===== src/rtl/instr_encoder_if.sv =====
// Request/response bundle between a program source and the RV32I instruction encoder.
// The request side carries decoded fields in; the response side carries encoded words out.
interface instr_encoder_if #(
  parameter int N               = 32,
  parameter int ADDR_W          = 32,
  parameter int ALU_FUNCT_WIDTH = 4,
  parameter int INSTR_REG_WIDTH = 5
);
  logic                       in_valid;
  logic                       in_ready;
  logic [2:0]                 in_class;
  logic [ALU_FUNCT_WIDTH-1:0] in_alu_funct;
  logic [INSTR_REG_WIDTH-1:0] in_rs1;
  logic [INSTR_REG_WIDTH-1:0] in_rs2;
  logic [INSTR_REG_WIDTH-1:0] in_rd;
  logic [N-1:0]               in_immed;
  logic                       in_last;
  logic                       out_valid;
  logic                       out_ready;
  logic [31:0]                out_instr;
  logic [ADDR_W-1:0]          out_addr;

  modport master (
    output in_valid, in_class, in_alu_funct, in_rs1, in_rs2, in_rd, in_immed, in_last,
    input  in_ready,
    output out_ready,
    input  out_valid, out_instr, out_addr
  );

  modport slave (
    input  in_valid, in_class, in_alu_funct, in_rs1, in_rs2, in_rd, in_immed, in_last,
    output in_ready,
    input  out_ready,
    output out_valid, out_instr, out_addr
  );
endinterface


===== src/rtl/instr_encoder.sv =====
// Sequential RV32I encoder: packs decoded fields into instruction words with an
// auto-incrementing byte address, dropping (and flagging) requests no decoder could emit.
module instr_encoder #(
  parameter int N               = 32,
  parameter int ADDR_W          = 32,
  parameter int ALU_FUNCT_WIDTH = 4,
  parameter int INSTR_REG_WIDTH = 5
) (
  input  logic              clk,
  input  logic              rst_n,
  input  logic              start,
  input  logic [ADDR_W-1:0] start_addr,
  instr_encoder_if.slave    bus,
  output logic              done,
  output logic              err,
  output logic [ADDR_W-1:0] err_addr
);

  localparam logic [2:0] CLS_ALU_REG = 3'd0;
  localparam logic [2:0] CLS_ALU_IMM = 3'd1;
  localparam logic [2:0] CLS_LOAD    = 3'd2;
  localparam logic [2:0] CLS_STORE   = 3'd3;

  localparam logic [ALU_FUNCT_WIDTH-1:0] ALU_FUNCT_ADD  = 'd0;
  localparam logic [ALU_FUNCT_WIDTH-1:0] ALU_FUNCT_SUB  = 'd1;
  localparam logic [ALU_FUNCT_WIDTH-1:0] ALU_FUNCT_SLL  = 'd2;
  localparam logic [ALU_FUNCT_WIDTH-1:0] ALU_FUNCT_SLT  = 'd3;
  localparam logic [ALU_FUNCT_WIDTH-1:0] ALU_FUNCT_SLTU = 'd4;
  localparam logic [ALU_FUNCT_WIDTH-1:0] ALU_FUNCT_XOR  = 'd5;
  localparam logic [ALU_FUNCT_WIDTH-1:0] ALU_FUNCT_SRL  = 'd6;
  localparam logic [ALU_FUNCT_WIDTH-1:0] ALU_FUNCT_SRA  = 'd7;
  localparam logic [ALU_FUNCT_WIDTH-1:0] ALU_FUNCT_OR   = 'd8;
  localparam logic [ALU_FUNCT_WIDTH-1:0] ALU_FUNCT_AND  = 'd9;

  localparam logic [6:0] OPCODE_ALU_REG = 7'b0110011;
  localparam logic [6:0] OPCODE_ALU_IMM = 7'b0010011;
  localparam logic [6:0] OPCODE_LOAD    = 7'b0000011;
  localparam logic [6:0] OPCODE_STORE   = 7'b0100011;
  localparam logic [6:0] FUNCT7_BASE    = 7'b0000000;
  localparam logic [6:0] FUNCT7_ALT1    = 7'b0100000;
  localparam logic [2:0] FUNCT3_WORD    = 3'b010;

  typedef enum logic [1:0] {S_IDLE, S_LOAD, S_FLUSH} state_t;

  typedef struct packed {
    logic [2:0]                 cls;
    logic [ALU_FUNCT_WIDTH-1:0] funct;
    logic [INSTR_REG_WIDTH-1:0] rs1;
    logic [INSTR_REG_WIDTH-1:0] rs2;
    logic [INSTR_REG_WIDTH-1:0] rd;
    logic [N-1:0]               imm;
    logic                       last;
  } req_t;

  state_t            state, state_nxt;
  req_t              req;
  logic              in_rdy;
  logic              accept;
  logic              legal;
  logic [31:0]       enc;
  logic [ADDR_W-1:0] addr;
  logic              out_valid_q;
  logic [31:0]       out_instr_q;
  logic [ADDR_W-1:0] out_addr_q;
  logic              err_q;
  logic [ADDR_W-1:0] err_addr_q;

  assign req = '{cls:   bus.in_class,
                 funct: bus.in_alu_funct,
                 rs1:   bus.in_rs1,
                 rs2:   bus.in_rs2,
                 rd:    bus.in_rd,
                 imm:   bus.in_immed,
                 last:  bus.in_last};

  assign accept        = bus.in_valid && in_rdy;
  assign bus.in_ready  = in_rdy;
  assign bus.out_valid = out_valid_q;
  assign bus.out_instr = out_instr_q;
  assign bus.out_addr  = out_addr_q;
  assign err           = err_q;
  assign err_addr      = err_addr_q;

  // ---------------- control FSM ----------------
  always_ff @(posedge clk or negedge rst_n) begin
    if (!rst_n) state <= S_IDLE;
    else        state <= state_nxt;
  end

  always_comb begin
    state_nxt = state;
    in_rdy    = 1'b0;
    done      = 1'b0;
    case (state)
      S_IDLE:  if (start) state_nxt = S_LOAD;
      S_LOAD: begin
        in_rdy = !out_valid_q || bus.out_ready;
        if (bus.in_valid && in_rdy && bus.in_last) state_nxt = S_FLUSH;
      end
      S_FLUSH: begin
        // Output register drained: the program is complete this cycle.
        if (!out_valid_q) begin
          done      = 1'b1;
          state_nxt = S_IDLE;
        end
      end
      default: state_nxt = S_IDLE;
    endcase
  end

  // ---------------- field packing and legality ----------------
  logic [2:0] f3;
  logic [6:0] f7;
  logic       funct_known;
  logic       is_shift;
  logic       imm12_ok;
  logic       shamt_ok;

  always_comb begin
    f3          = 3'b000;
    funct_known = 1'b1;
    case (req.funct)
      ALU_FUNCT_ADD, ALU_FUNCT_SUB: f3 = 3'b000;
      ALU_FUNCT_SLL:                f3 = 3'b001;
      ALU_FUNCT_SLT:                f3 = 3'b010;
      ALU_FUNCT_SLTU:               f3 = 3'b011;
      ALU_FUNCT_XOR:                f3 = 3'b100;
      ALU_FUNCT_SRL, ALU_FUNCT_SRA: f3 = 3'b101;
      ALU_FUNCT_OR:                 f3 = 3'b110;
      ALU_FUNCT_AND:                f3 = 3'b111;
      default:                      funct_known = 1'b0;
    endcase
  end

  assign is_shift = (req.funct == ALU_FUNCT_SLL) || (req.funct == ALU_FUNCT_SRL) ||
                    (req.funct == ALU_FUNCT_SRA);
  assign f7       = ((req.funct == ALU_FUNCT_SUB) || (req.funct == ALU_FUNCT_SRA)) ?
                    FUNCT7_ALT1 : FUNCT7_BASE;
  // A 12-bit signed immediate fits when every bit from 11 upward equals the sign.
  assign imm12_ok = (&req.imm[N-1:11]) || !(|req.imm[N-1:11]);
  assign shamt_ok = !(|req.imm[N-1:5]);

  always_comb begin
    enc   = 32'd0;
    legal = 1'b0;
    case (req.cls)
      CLS_ALU_REG: begin
        legal = funct_known;
        enc   = {f7, req.rs2, req.rs1, f3, req.rd, OPCODE_ALU_REG};
      end
      CLS_ALU_IMM: begin
        legal = funct_known && (req.funct != ALU_FUNCT_SUB) &&
                (is_shift ? shamt_ok : imm12_ok);
        if (is_shift) enc = {f7, req.imm[4:0], req.rs1, f3, req.rd, OPCODE_ALU_IMM};
        else          enc = {req.imm[11:0], req.rs1, f3, req.rd, OPCODE_ALU_IMM};
      end
      CLS_LOAD: begin
        legal = imm12_ok;
        enc   = {req.imm[11:0], req.rs1, FUNCT3_WORD, req.rd, OPCODE_LOAD};
      end
      CLS_STORE: begin
        legal = imm12_ok;
        enc   = {req.imm[11:5], req.rs2, req.rs1, FUNCT3_WORD, req.imm[4:0], OPCODE_STORE};
      end
      default: legal = 1'b0;
    endcase
  end

  // ---------------- address, output register, error capture ----------------
  always_ff @(posedge clk or negedge rst_n) begin
    if (!rst_n) begin
      addr        <= '0;
      out_valid_q <= 1'b0;
      out_instr_q <= '0;
      out_addr_q  <= '0;
      err_q       <= 1'b0;
      err_addr_q  <= '0;
    end else begin
      if (state == S_IDLE && start) begin
        addr  <= start_addr;
        err_q <= 1'b0;
      end
      // Accept implies the current word is absent or leaving, so reload with no bubble.
      if (accept && legal) begin
        out_valid_q <= 1'b1;
        out_instr_q <= enc;
        out_addr_q  <= addr;
        addr        <= addr + ADDR_W'(4);
      end else if (bus.out_ready) begin
        out_valid_q <= 1'b0;
      end
      if (accept && !legal) begin
        err_q <= 1'b1;
        if (!err_q) err_addr_q <= addr;
      end
    end
  end

endmodule

===== src/flat_wrapper.sv =====
// flat-port wrapper written by rule: the top's interface ports become plain ports
module instr_encoder_flat 
#(
  parameter int N               = 32,
  parameter int ADDR_W          = 32,
  parameter int ALU_FUNCT_WIDTH = 4,
  parameter int INSTR_REG_WIDTH = 5
)
  (clk, rst_n, start, start_addr, done, err, err_addr, bus_in_valid, bus_in_class, bus_in_alu_funct, bus_in_rs1, bus_in_rs2, bus_in_rd, bus_in_immed, bus_in_last, bus_in_ready, bus_out_ready, bus_out_valid, bus_out_instr, bus_out_addr);
  instr_encoder_if #(.N(N), .ADDR_W(ADDR_W), .ALU_FUNCT_WIDTH(ALU_FUNCT_WIDTH), .INSTR_REG_WIDTH(INSTR_REG_WIDTH)) bus_i ();
  input  logic clk;
  input  logic rst_n;
  input  logic start;
  input  logic [ADDR_W-1:0] start_addr;
  output logic done;
  output logic err;
  output logic [ADDR_W-1:0] err_addr;
  input wire logic [$bits(bus_i.in_valid)-1:0] bus_in_valid;
  input wire logic [$bits(bus_i.in_class)-1:0] bus_in_class;
  input wire logic [$bits(bus_i.in_alu_funct)-1:0] bus_in_alu_funct;
  input wire logic [$bits(bus_i.in_rs1)-1:0] bus_in_rs1;
  input wire logic [$bits(bus_i.in_rs2)-1:0] bus_in_rs2;
  input wire logic [$bits(bus_i.in_rd)-1:0] bus_in_rd;
  input wire logic [$bits(bus_i.in_immed)-1:0] bus_in_immed;
  input wire logic [$bits(bus_i.in_last)-1:0] bus_in_last;
  output wire logic [$bits(bus_i.in_ready)-1:0] bus_in_ready;
  input wire logic [$bits(bus_i.out_ready)-1:0] bus_out_ready;
  output wire logic [$bits(bus_i.out_valid)-1:0] bus_out_valid;
  output wire logic [$bits(bus_i.out_instr)-1:0] bus_out_instr;
  output wire logic [$bits(bus_i.out_addr)-1:0] bus_out_addr;
  assign bus_i.in_valid = bus_in_valid;
  assign bus_i.in_class = bus_in_class;
  assign bus_i.in_alu_funct = bus_in_alu_funct;
  assign bus_i.in_rs1 = bus_in_rs1;
  assign bus_i.in_rs2 = bus_in_rs2;
  assign bus_i.in_rd = bus_in_rd;
  assign bus_i.in_immed = bus_in_immed;
  assign bus_i.in_last = bus_in_last;
  assign bus_in_ready = bus_i.in_ready;
  assign bus_i.out_ready = bus_out_ready;
  assign bus_out_valid = bus_i.out_valid;
  assign bus_out_instr = bus_i.out_instr;
  assign bus_out_addr = bus_i.out_addr;
  instr_encoder #(.N(N), .ADDR_W(ADDR_W), .ALU_FUNCT_WIDTH(ALU_FUNCT_WIDTH), .INSTR_REG_WIDTH(INSTR_REG_WIDTH)) u_core (.clk(clk), .rst_n(rst_n), .start(start), .start_addr(start_addr), .bus(bus_i), .done(done), .err(err), .err_addr(err_addr));
endmodule

===== config.mk =====
export PLATFORM = sky130hd
export DESIGN_NAME = instr_encoder_flat
export DESIGN_NICKNAME = d
export VERILOG_FILES = /design/src/rtl/instr_encoder_if.sv /design/src/rtl/instr_encoder.sv /design/src/flat_wrapper.sv
export SDC_FILE = /design/constraint.sdc
export NUM_CORES = 1
export LEC_CHECK = 0
export ABC_AREA = 1
export CAP_MARGIN = 10
export CORE_MARGIN = 1.5
export CORE_UTILIZATION = 48
export CTS_BUF_LIST = sky130_fd_sc_hd__clkbuf_4 sky130_fd_sc_hd__clkbuf_8 sky130_fd_sc_hd__clkbuf_16
export DETAILED_ROUTE_END_ITERATION = 12
export PLACE_DENSITY = 0.76
export REMOVE_ABC_BUFFERS = 1
export SLEW_MARGIN = 0
export SYNTH_ARGS = -nofsm -noshare
export SYNTH_HDL_FRONTEND = slang
export SYNTH_SLANG_ARGS = --single-unit

===== constraint.sdc =====
create_clock -name clk -period 1.8 [get_ports clk]
set_clock_uncertainty 0.05 [all_clocks]
set_input_delay 0.27 -clock clk [delete_from_list [all_inputs] [get_ports clk]]
set_output_delay 0.27 -clock clk [all_outputs]
set_load 0.01 [all_outputs]

==> summary.md, run 1 <==
| Metric | Value |
|---|---|
| Mapped Avg Cell Area | `7.64 um2` |
| Worst EP required | `2030 ps` |
| Layout cells sized above 1 | `13.6%` |
| N_diodes | `0` |
| Worst r2r src | `u_core.addr[25]` |
| Worst Path Arrival | `2020 ps` |
| Routed WL | `21600 um` |
| Top_reg_cell synth | `dfrtp_1` |
| WHS Path Cells | `3` |
| Post-layout nets | `1207` |
| Crit path launch type | `input pin` |
| PortBufs | `188` |
| Clk pin slew, worst setup/hold paths | `50 ps` |
| Total track usage | `27.5%` |
| DP Cell Count | `1261` |
| Worst Hold Path EP | `u_core.bus.out_instr[4]` |
| Yosys reg bits | `128` |
| Most frequent cells in the layout | `nand2_1 (271), clkdlybuf4s50_1 (163), dfrtp_1 (123), inv_1 (81), nand3_1 (73)` |
| Leading area contributor after synthesis | `dfrtp_1` |
| EDFF count, synth | `0` |
| Cells after synthesis | `879` |
| Ys Warns | `0` |
| Final Util | `73.8%` |
| Crit. End Element | `flop` |
| Multi-input logic area | `3030 um2` |
| Core Rows | `43` |
| Area Overhead vs Synth | `51.4%` |
| CTS tree | `built` |
| DR iter-0 viols | `743` |
| Clk root buf | `clkbuf_16` |
| Leak pwr | `4.90 nW` |
| FF+latch area | `3210 um2` |
| Worst-Skew Late Latency | `420 ps` |
| CTS Buf Count | `17` |
| Critical path buffers and inverters | `4` |
| RePlAce Congestion | `0.990` |
| Detailed placement HPWL | `14000 um` |
| Starting Density | `48.7%` |
| Final Cycle Share | `99.2%` |
| Critical path, cell by cell | `clkdlybuf4s50_1, buf_4, nand2_1, nor2_1, nand3_1, nand2_1, nand2_2, nand2_4, nand3_4, buf_12, buf_16, nand3_1, nand3_1` |
| Post-synth ARST share | `100%` |
| Total stage count of the critical path | `13` |
| Pwr Density | `1310 nW/um2` |
| Seq/Total Area, Yosys | `47.7%` |
| Commonest non-fill, non-tap cell in the layout | `nand2_1` |
| R2R depth | `9` |
| R2r setup slk | `40 ps` |
| Antenna violations before repair | `0` |
| CP Class | `input pin to flop` |
| Vias | `7136` |
| Total die area | `14700 um2` |
| GR Overflow Total | `0` |
| Setup violations, final | `0` |
| Hold WC Path Type | `input pin to flop` |
| CP delay by family, top | `buffers and inverters` |
| Chip width | `121 um` |
| Top cell by count, worst path | `nand3_1` |
| Post-Syn Area | `6710 um2` |
| Status | `finished clean` |
| Tmin final | `1790 ps` |
| CTS sink cnt | `128` |
| Post-DR wirelength/cell | `16.5 um` |
| First-pass DRT Iterations | `8` |
| Final std cells w/o fill | `1307` |
| Area share of the largest cell type after synthesis | `47.7%` |
| Core region area | `13800 um2` |
| Antenna-violating nets left | `0` |
| Via count of the first global-routing pass | `6429` |
| Crit-path max FO | `13` |
| Max IR drop VDD | `0.815 mV` |
| Filler cells | `1067` |
| Vias/cell | `5.46` |
| Post-synth cell types | `33` |
| I/O Pins | `192` |
| DRC errors left | `0` |
| First-pass GRT wire length | `31600 um` |
| H-tree depth | `4` |
| Worst R2R End | `u_core.addr[29]` |
| Max_cap viols | `0` |
| Largest cells by area after synthesis | `dfrtp_1 (48%), nand2_1 (15%), nand4_1 (6.2%), nand3_1 (6.0%), inv_1 (4.5%)` |
| Max incr delay on CP | `460 ps` |
| Die outline height | `121 um` |
| Min-delay src | `bus_in_class[1]` |
| Largest net degree at the start of global routing | `58` |
| Fin. Hold Viols | `0` |
| Final max-slew violation count | `0` |
| CP max-delay cell | `clkdlybuf4s50_1` |
| Clk buf depth | `2` |
| Fmax | `560 MHz` |
==> layer usage <==
| layer | up-vias | track usage, % | wire [um] |
|---|---|---|---|
| met5 | - | 0 | 0 |
| met4 | 0 | 11.0 | 728 |
| met3 | 62 | 7.85 | 2000 |
| met2 | 370 | 43.6 | 10300 |
| met1 | 3340 | 35.5 | 8590 |
| li1 | 3364 | - | - |
==> tightest hold or removal path, cell delays in order <==
cell and delay [ps]:
dlymetal6s2s_1 160, buf_4 160, o21ai_1 70
==> sequential cells by signal, indices dropped and copies added (netlist names) <==
| signal | flops |
|---|---|
| u_core.addr | 32 |
| u_core.bus.out_addr | 32 |
| u_core.err_addr | 32 |
| u_core.bus.out_instr | 28 |
| u_core.state | 2 |
| u_core.bus.out_valid | 1 |
| u_core.err | 1 |
==> what timing repair did <==
item	CTS	global route
hold buffers	1	0
buffers inserted	0	5
hold endpoints to repair	56	0
endpoints found under the setup margin	26	123
resized for setup	7	69
cloned	0	8
pin swaps	0	20
==> synth_stat cells, drive strengths merged (3+ instances only) <==
| cell type | number |
|---|---|
| a21oi | 4 |
| a221oi | 5 |
| buf | 27 |
| clkbuf | 23 |
| clkinv | 3 |
| dfrtp | 128 |
| inv | 81 |
| nand2 | 278 |
| nand3 | 82 |
| nand4 | 66 |
| nor2 | 62 |
| nor3 | 13 |
| o21ai | 81 |
| xor2 | 17 |
==> where the power goes <==
part           internal (mW)  leakage, nW  switching (mW)
clock                   2.12        0.288            1.26
sequential              3.91         1.66           0.924
combinational           2.45         2.96            2.65
total                   8.48         4.90            4.83
==> area by class of cell <==
cell class / instances / area share [%]
clock inverters: 10 / 1.11
flip-flops and latches: 128 / 31.6
repair buffers: 264 / 27.5
multi-input cells: 619 / 29.8
clock buffers: 22 / 4.62
well taps: 180 / 2.22
inverters: 84 / 3.10
==> kinds of logic (layout without fill, tap and decap cells) <==
family,count (synthesis),in the layout,share of synthesized area (%)
and+or+nand+nor,503,503,33.1
buffers and inverters,134,380,9.12
DFF,128,128,47.7
AOI/OAI and AO/OA,95,95,7.57
xor gates and xnor gates,17,17,2.22
adders and majority gates,1,1,0.186
other,1,3,0.0559
==> stage by stage <==
stage	area (um2)	total power [mW]	setup slack (ps)	hold slack, ps	TNS (ps)
after floorplan	6420	6.86	-1880	-75.6	-197270
after global placement	9110	9.55	-390	124	-41160
after detailed placement	9110	9.67	-457	122	-48830
after CTS	9700	13.1	20.1	251	0
after global routing	10200	14.1	-83.8	263	-923
final	10200	13.3	13.6	231	0
==> worst max-delay path by stage <==
stage | startpoint | end
after global routing | u_core.addr[25] | u_core.addr[29]
after CTS | u_core.bus.out_valid | bus_in_ready
after detailed placement | bus_in_alu_funct[2] | u_core.err_addr[20]
after global placement | bus_in_alu_funct[2] | u_core.err_addr[14]
final | bus_in_immed[11] | u_core.addr[4]
after floorplan | u_core.bus.out_valid | u_core.addr[2]
Note: power is estimated with default switching activity, not from simulation.
==> inputs of run 2 (changes only) <==
--- a/config.mk
+++ b/config.mk
@@ -7,6 +7,7 @@
 export LEC_CHECK = 0
 export ABC_AREA = 1
 export CAP_MARGIN = 10
+export CORE_ASPECT_RATIO = 1.5
 export CORE_MARGIN = 1.5
 export CORE_UTILIZATION = 48
 export CTS_BUF_LIST = sky130_fd_sc_hd__clkbuf_4 sky130_fd_sc_hd__clkbuf_8 sky130_fd_sc_hd__clkbuf_16
==> constraint.sdc (replaced) <==
create_clock -name clk -period 1.8 [get_ports clk]
set_clock_uncertainty 0.05 [all_clocks]
set_input_delay 0.27 -clock clk [delete_from_list [all_inputs] [get_ports clk]]
set_output_delay 0.27 -clock clk [all_outputs]
set_load 0.1 [all_outputs]
==> run 2 against run 1 <==
  * The flow now finishes with violations (negative setup slack)
  * Non-clock buffer count grew 14
  * First-iteration DRC count increased by 15%
  * Sequential share of layout area is 2.8 points lower
  * Fmax down 3.8%
  * Global-route usage is 3.2 points higher
  * Critical path depth down 3
  * Design area is 9.9% higher
  * Clock power up 4%
  * Die area about the same
  * Critical path type is now flop to flop
  * Critical endpoint is now u_core.addr[30]
==> summary.md, run 2 (synthesis gave the netlist of run 1 again) <==
| Metric | Value |
|---|---|
| N_diodes | `0` |
| PortBufs | `188` |
| Multi-input logic area | `3030 um2` |
| Hold WC Path Type | `input pin to flop` |
| Antenna-violating nets left | `0` |
| Pwr Density | `1830 nW/um2` |
| Int Pwr | `10.2 mW` |
| Failing checks | `negative setup slack` |
| Routed WL | `23000 um` |
| Crit path launch type | `flop` |
| Largest net degree at the start of global routing | `57` |
| Sw Ratio | `49.9%` |
| Flop pwr share | `25.5%` |
| Fin. Hold Viols | `0` |
| Worst EP required | `2040 ps` |
| Setup total negative slack | `-104 ps` |
| Final Cycle Share | `103%` |
| Worst-Skew Late Latency | `420 ps` |
| Clock Power Share | `17.2%` |
| Leak pwr | `5.34 nW` |
| Commonest non-fill, non-tap cell in the layout | `nand2_1` |
| Core region area | `13600 um2` |
| Starting Density | `49.4%` |
| Most frequent cells in the layout | `nand2_1 (269), dfrtp_1 (123), buf_12 (111), inv_1 (79), nand3_1 (78)` |
| Setup violations, final | `4` |
| First-pass GRT wire length | `35600 um` |
| RePlAce Congestion | `0.993` |
| Crit-path max FO | `4` |
| Detailed placement HPWL | `14800 um` |
| H-tree depth | `4` |
| Layout cells sized above 1 | `23.2%` |
| Max_cap viols | `0` |
| First-pass DRT Iterations | `5` |
| I/O Pins | `192` |
| CTS tree | `built` |
| Status | `finished, violations left` |
| CP Class | `flop to flop` |
| Area Overhead vs Synth | `66.3%` |
| PnR worst setup slack | `-57.8 ps` |
| Post-DR wirelength/cell | `17.7 um` |
| Filler cells | `758` |
| Die outline height | `148 um` |
| Comb pwr share | `57.4%` |
| CTS Buf Count | `17` |
| FF+latch area | `3210 um2` |
| Final max-slew violation count | `0` |
| Chip width | `99.5 um` |
| Clk buf depth | `2` |
| Vias | `7450` |
| Sw Pwr | `10.2 mW` |
| Fmax | `538 MHz` |
| Total track usage | `30.7%` |
| Clk root buf | `clkbuf_16` |
| DR iter-0 viols | `857` |
| RSZ-0062 raised after global routing | `true` |
| Vias/cell | `5.72` |
| Clk pin slew, worst setup/hold paths | `60 ps` |
| GR Overflow Total | `0` |
| Antenna violations before repair | `0` |
| Total chip power | `20.4 mW` |
| Max IR drop VDD | `0.775 mV` |
| Via count of the first global-routing pass | `7350` |
| Worst hold slack | `197 ps` |
| Worst Path Arrival | `2100 ps` |
| Core Rows | `52` |
| Post-layout nets | `1221` |
| DRC errors left | `0` |
| Total die area | `14700 um2` |
| Crit. End Element | `flop` |
| CTS sink cnt | `128` |
| Tmin final | `1860 ps` |
==> run 2: stage by stage <==
stage | instances | area, um2 | setup WS (ps) | utilization, %
after global placement | 1260 | 10200 | -477 | 75.3
after global routing | 1302 | 11200 | -120 | 82.1
after CTS | 1294 | 10900 | 5.19 | 80.4
after detailed placement | 1260 | 10200 | -534 | 75.3
final | 1302 | 11200 | -57.8 | 82.1
after floorplan | 831 | 6420 | -2330 | -
==> run 2: layout make-up <==
class,count,area share [%]
clock inverters,12,1.46
inverters,84,2.85
flip-flops and latches,128,28.7
repair buffers,278,34.1
multi-input cells,619,27.1
well taps,162,1.82
clock buffers,19,3.95
==> run 2: timing repair <==
item                       in CTS  in global routing
hold endpoints to repair       34                  0
cloned                          2                  3
gates resized for setup        12                 53
pin swaps                       1                  8
setup endpoints to repair      56                100
buffers inserted                0                  5
hold buffers                    1                  0
==> run 2: power groups by stage <==
stage / logic [mW] / registers [mW] / clock network (mW)
floorplan: 2.05 / 9.39 / 0
global placement: 11.1 / 5.11 / 0
detailed placement: 11.3 / 5.14 / 0
CTS: 11.4 / 5.14 / 3.54
global route: 12.2 / 5.30 / 3.68
finish: 11.7 / 5.20 / 3.51
==> run 2: worst max-delay path: stages (launching register included) <==
cell and delay (ps):
dfrtp_1 440, inv_1 130, nor3_1 330, nand2_1 160, nor2_1 160, buf_4 150
nand2_1 50, nand2_1 50, nand2_1 50, nand4_1 80, nand3_1 90
==> run 2: per-layer routing <==
metal	global-route usage [%]	part of all wire, %	routed length (um)
met1	34.0	35	7980
met2	54.3	53	12100
met3	7.85	7.6	1740
met4	14.6	5.2	1200
met5	0	0	0
==> run 2: worst paths after layout <==
| path | from | to | slack [ps] | cells past startpoint |
|---|---|---|---|---|
| max in group asynchronous | rst_n | u_core.addr[6] | 850 | 3 |
| worst max-delay path | u_core.addr[12] | u_core.addr[30] | -60 | 10 |
| worst min-delay path | bus_in_alu_funct[3] | u_core.bus.out_instr[14] | 200 | 4 |
| worst min register to register | u_core.err_addr[21] | u_core.err_addr[21] | 480 | 2 |
| min in group asynchronous | rst_n | u_core.bus.out_instr[1] | 270 | 2 |
| worst max register to register | u_core.addr[12] | u_core.addr[30] | -60 | 10 |
==> inputs of run 3 (changes only) <==
--- a/config.mk
+++ b/config.mk
@@ -9,11 +9,12 @@
 export CAP_MARGIN = 10
 export CORE_ASPECT_RATIO = 1.5
 export CORE_MARGIN = 1.5
-export CORE_UTILIZATION = 48
+export CORE_UTILIZATION = 35
 export CTS_BUF_LIST = sky130_fd_sc_hd__clkbuf_4 sky130_fd_sc_hd__clkbuf_8 sky130_fd_sc_hd__clkbuf_16
 export DETAILED_ROUTE_END_ITERATION = 12
-export PLACE_DENSITY = 0.76
+export PLACE_DENSITY = 0.58
 export REMOVE_ABC_BUFFERS = 1
+export SETUP_SLACK_MARGIN = 0.05
 export SLEW_MARGIN = 0
 export SYNTH_ARGS = -nofsm -noshare
 export SYNTH_HDL_FRONTEND = slang
==> run 3 against run 2 <==
  * Largest cell class unchanged
  * Utilization shrank 19 points
  * Clock-buffer cell count stayed put
  * Largest power group unchanged
  * Critical path type is now flop to primary output
  * Combinational power is essentially flat
  * Power up 0.13%
  * The run now ends clean
==> summary.md, run 3 (synthesis gave the netlist of run 1 again) <==
| Metric | Value |
|---|---|
| Status | `finished clean` |
| Area Overhead vs Synth | `75.2%` |
| Clk buf depth | `2` |
| R2r setup slk | `70 ps` |
| Final Util | `62.9%` |
| Crit-path max FO | `3` |
| Fin. Hold Viols | `0` |
| Total track usage | `23.0%` |
| CP max-delay cell | `dfrtp_1` |
| Min-delay src | `bus_in_immed[11]` |
| Critical path, cell by cell | `nor2_4, nand2_4, buf_6, inv_4, buf_12` |
| Routed WL | `23900 um` |
| PnR worst setup slack | `54.5 ps` |
| Via count of the first global-routing pass | `7125` |
| Die outline height | `173 um` |
| GR Overflow Total | `0` |
| Layout cells sized above 1 | `26.8%` |
| Worst R2R End | `u_core.addr[27]` |
| Worst-margin pin slew | `561 ps` |
| H-tree depth | `4` |
| Crit. End Element | `primary output` |
| Clk pin slew, worst setup/hold paths | `60 ps` |
| Most frequent cells in the layout | `nand2_1 (264), dfrtp_1 (125), buf_12 (110), buf_4 (83), inv_1 (78)` |
| Max_cap viols | `0` |
| Setup violations, final | `0` |
| Leak pwr | `5.66 nW` |
| Max IR drop VDD | `0.687 mV` |
| DRC errors left | `0` |
| Tmin final | `1750 ps` |
| Total die area | `20000 um2` |
| CTS tree | `built` |
| First-pass DRT Iterations | `6` |
| RePlAce Congestion | `0.958` |
| CP startpoint | `u_core.state[1]` |
| CTS sink cnt | `128` |
| Worst Path Arrival | `1430 ps` |
| Pwr Density | `1740 nW/um2` |
| Worst EP required | `1480 ps` |
| RSZ-0062 raised after global routing | `true` |
| Starting Density | `35.9%` |
| Final Cycle Share | `97.0%` |
| Post-layout nets | `1246` |
| Detailed placement HPWL | `15700 um` |
| R2R depth | `8` |
| First-pass GRT wire length | `35900 um` |
| Relative slew slack | `62.4%` |
| Core region area | `18700 um2` |
| Final max-slew violation count | `0` |
| WHS Path Cells | `4` |
| Worst hold slack | `192 ps` |
| Vias | `7168` |
| I/O Pins | `192` |
| CP Class | `flop to primary output` |
| Met3 usage | `5.92%` |
| Worst-Skew Late Latency | `430 ps` |
| CTS Buf Count | `17` |
| Hold WC Path Type | `input pin to flop` |
| PortBufs | `188` |
| Antenna violations before repair | `0` |
| Chip width | `116 um` |
| Largest net degree at the start of global routing | `51` |
| Vias/cell | `5.06` |
| N_diodes | `0` |
| Post-DR wirelength/cell | `16.8 um` |
| GR peak layer | `met2` |
| DR iter-0 viols | `422` |
| Clk root buf | `clkbuf_16` |
| Fmax | `573 MHz` |
| Max incr delay on CP | `430 ps` |
| Met1 Use GR | `25.3%` |
| Worst Hold Path EP | `u_core.bus.out_instr[31]` |
| Core Rows | `61` |
| Setup total negative slack | `0 ps` |
| M2 GR Usage | `41.2%` |
| Total chip power | `20.5 mW` |
| Antenna-violating nets left | `0` |
| Commonest non-fill, non-tap cell in the layout | `nand2_1` |
| Setup WS pre-CTS | `-513 ps` |
| Worst r2r src | `u_core.state[1]` |
| Crit path launch type | `flop` |
## run 3: worst max-delay path, delay by kind of cell (launching register included)
family,cells,cell delay [ps]
DFF,1,430
buffers and inverters,3,340
and+or+nand+nor,2,230
## run 3: through the flow
stage | instance area [um2] | std cells
floorplan | 6420 | 831
global placement | 10300 | 1348
detailed placement | 10300 | 1348
CTS | 11200 | 1403
global route | 11800 | 1416
finish | 11800 | 1416
## run 3: what timing repair did
item,CTS,global route
buffers inserted,21,5
endpoints found under the hold margin,32,0
cloned,3,9
resized for setup,18,100
pin swaps,2,22
hold buffers,1,0
endpoints found under the setup margin,103,117
## run 3: metal layers
metal | up-vias | share of wire (%)
li1 | 3434 | -
met1 | 3428 | 37
met2 | 257 | 54
met3 | 49 | 5.9
met4 | 0 | 3.3
met5 | - | 0
## run 3: worst max path at each step
stage / to / slack (ps) / cells past startpoint
6_report: bus_in_ready / 50 / 5
5_1_grt: u_core.addr[2] / -20 / 16
4_1_cts: done / 2 / 3
3_5_place_dp: u_core.err_addr[3] / -510 / 14
3_3_place_gp: u_core.err_addr[2] / -500 / 14
2_1_floorplan: u_core.addr[2] / -2330 / 8
## run 3: final cells by class
class / count / area, um2
fillers: 1589 / 6940
repair buffers: 303 / 4190
flip-flops and latches: 128 / 3210
multi-input cells: 619 / 3150
clock buffers: 19 / 447
inverters: 84 / 318
well taps: 252 / 315
clock inverters: 11 / 141
## run 3: report_power, final
part / switching [mW] / internal, mW
sequential: 1.26 / 3.90
clock: 1.31 / 2.20
combinational: 7.54 / 4.25
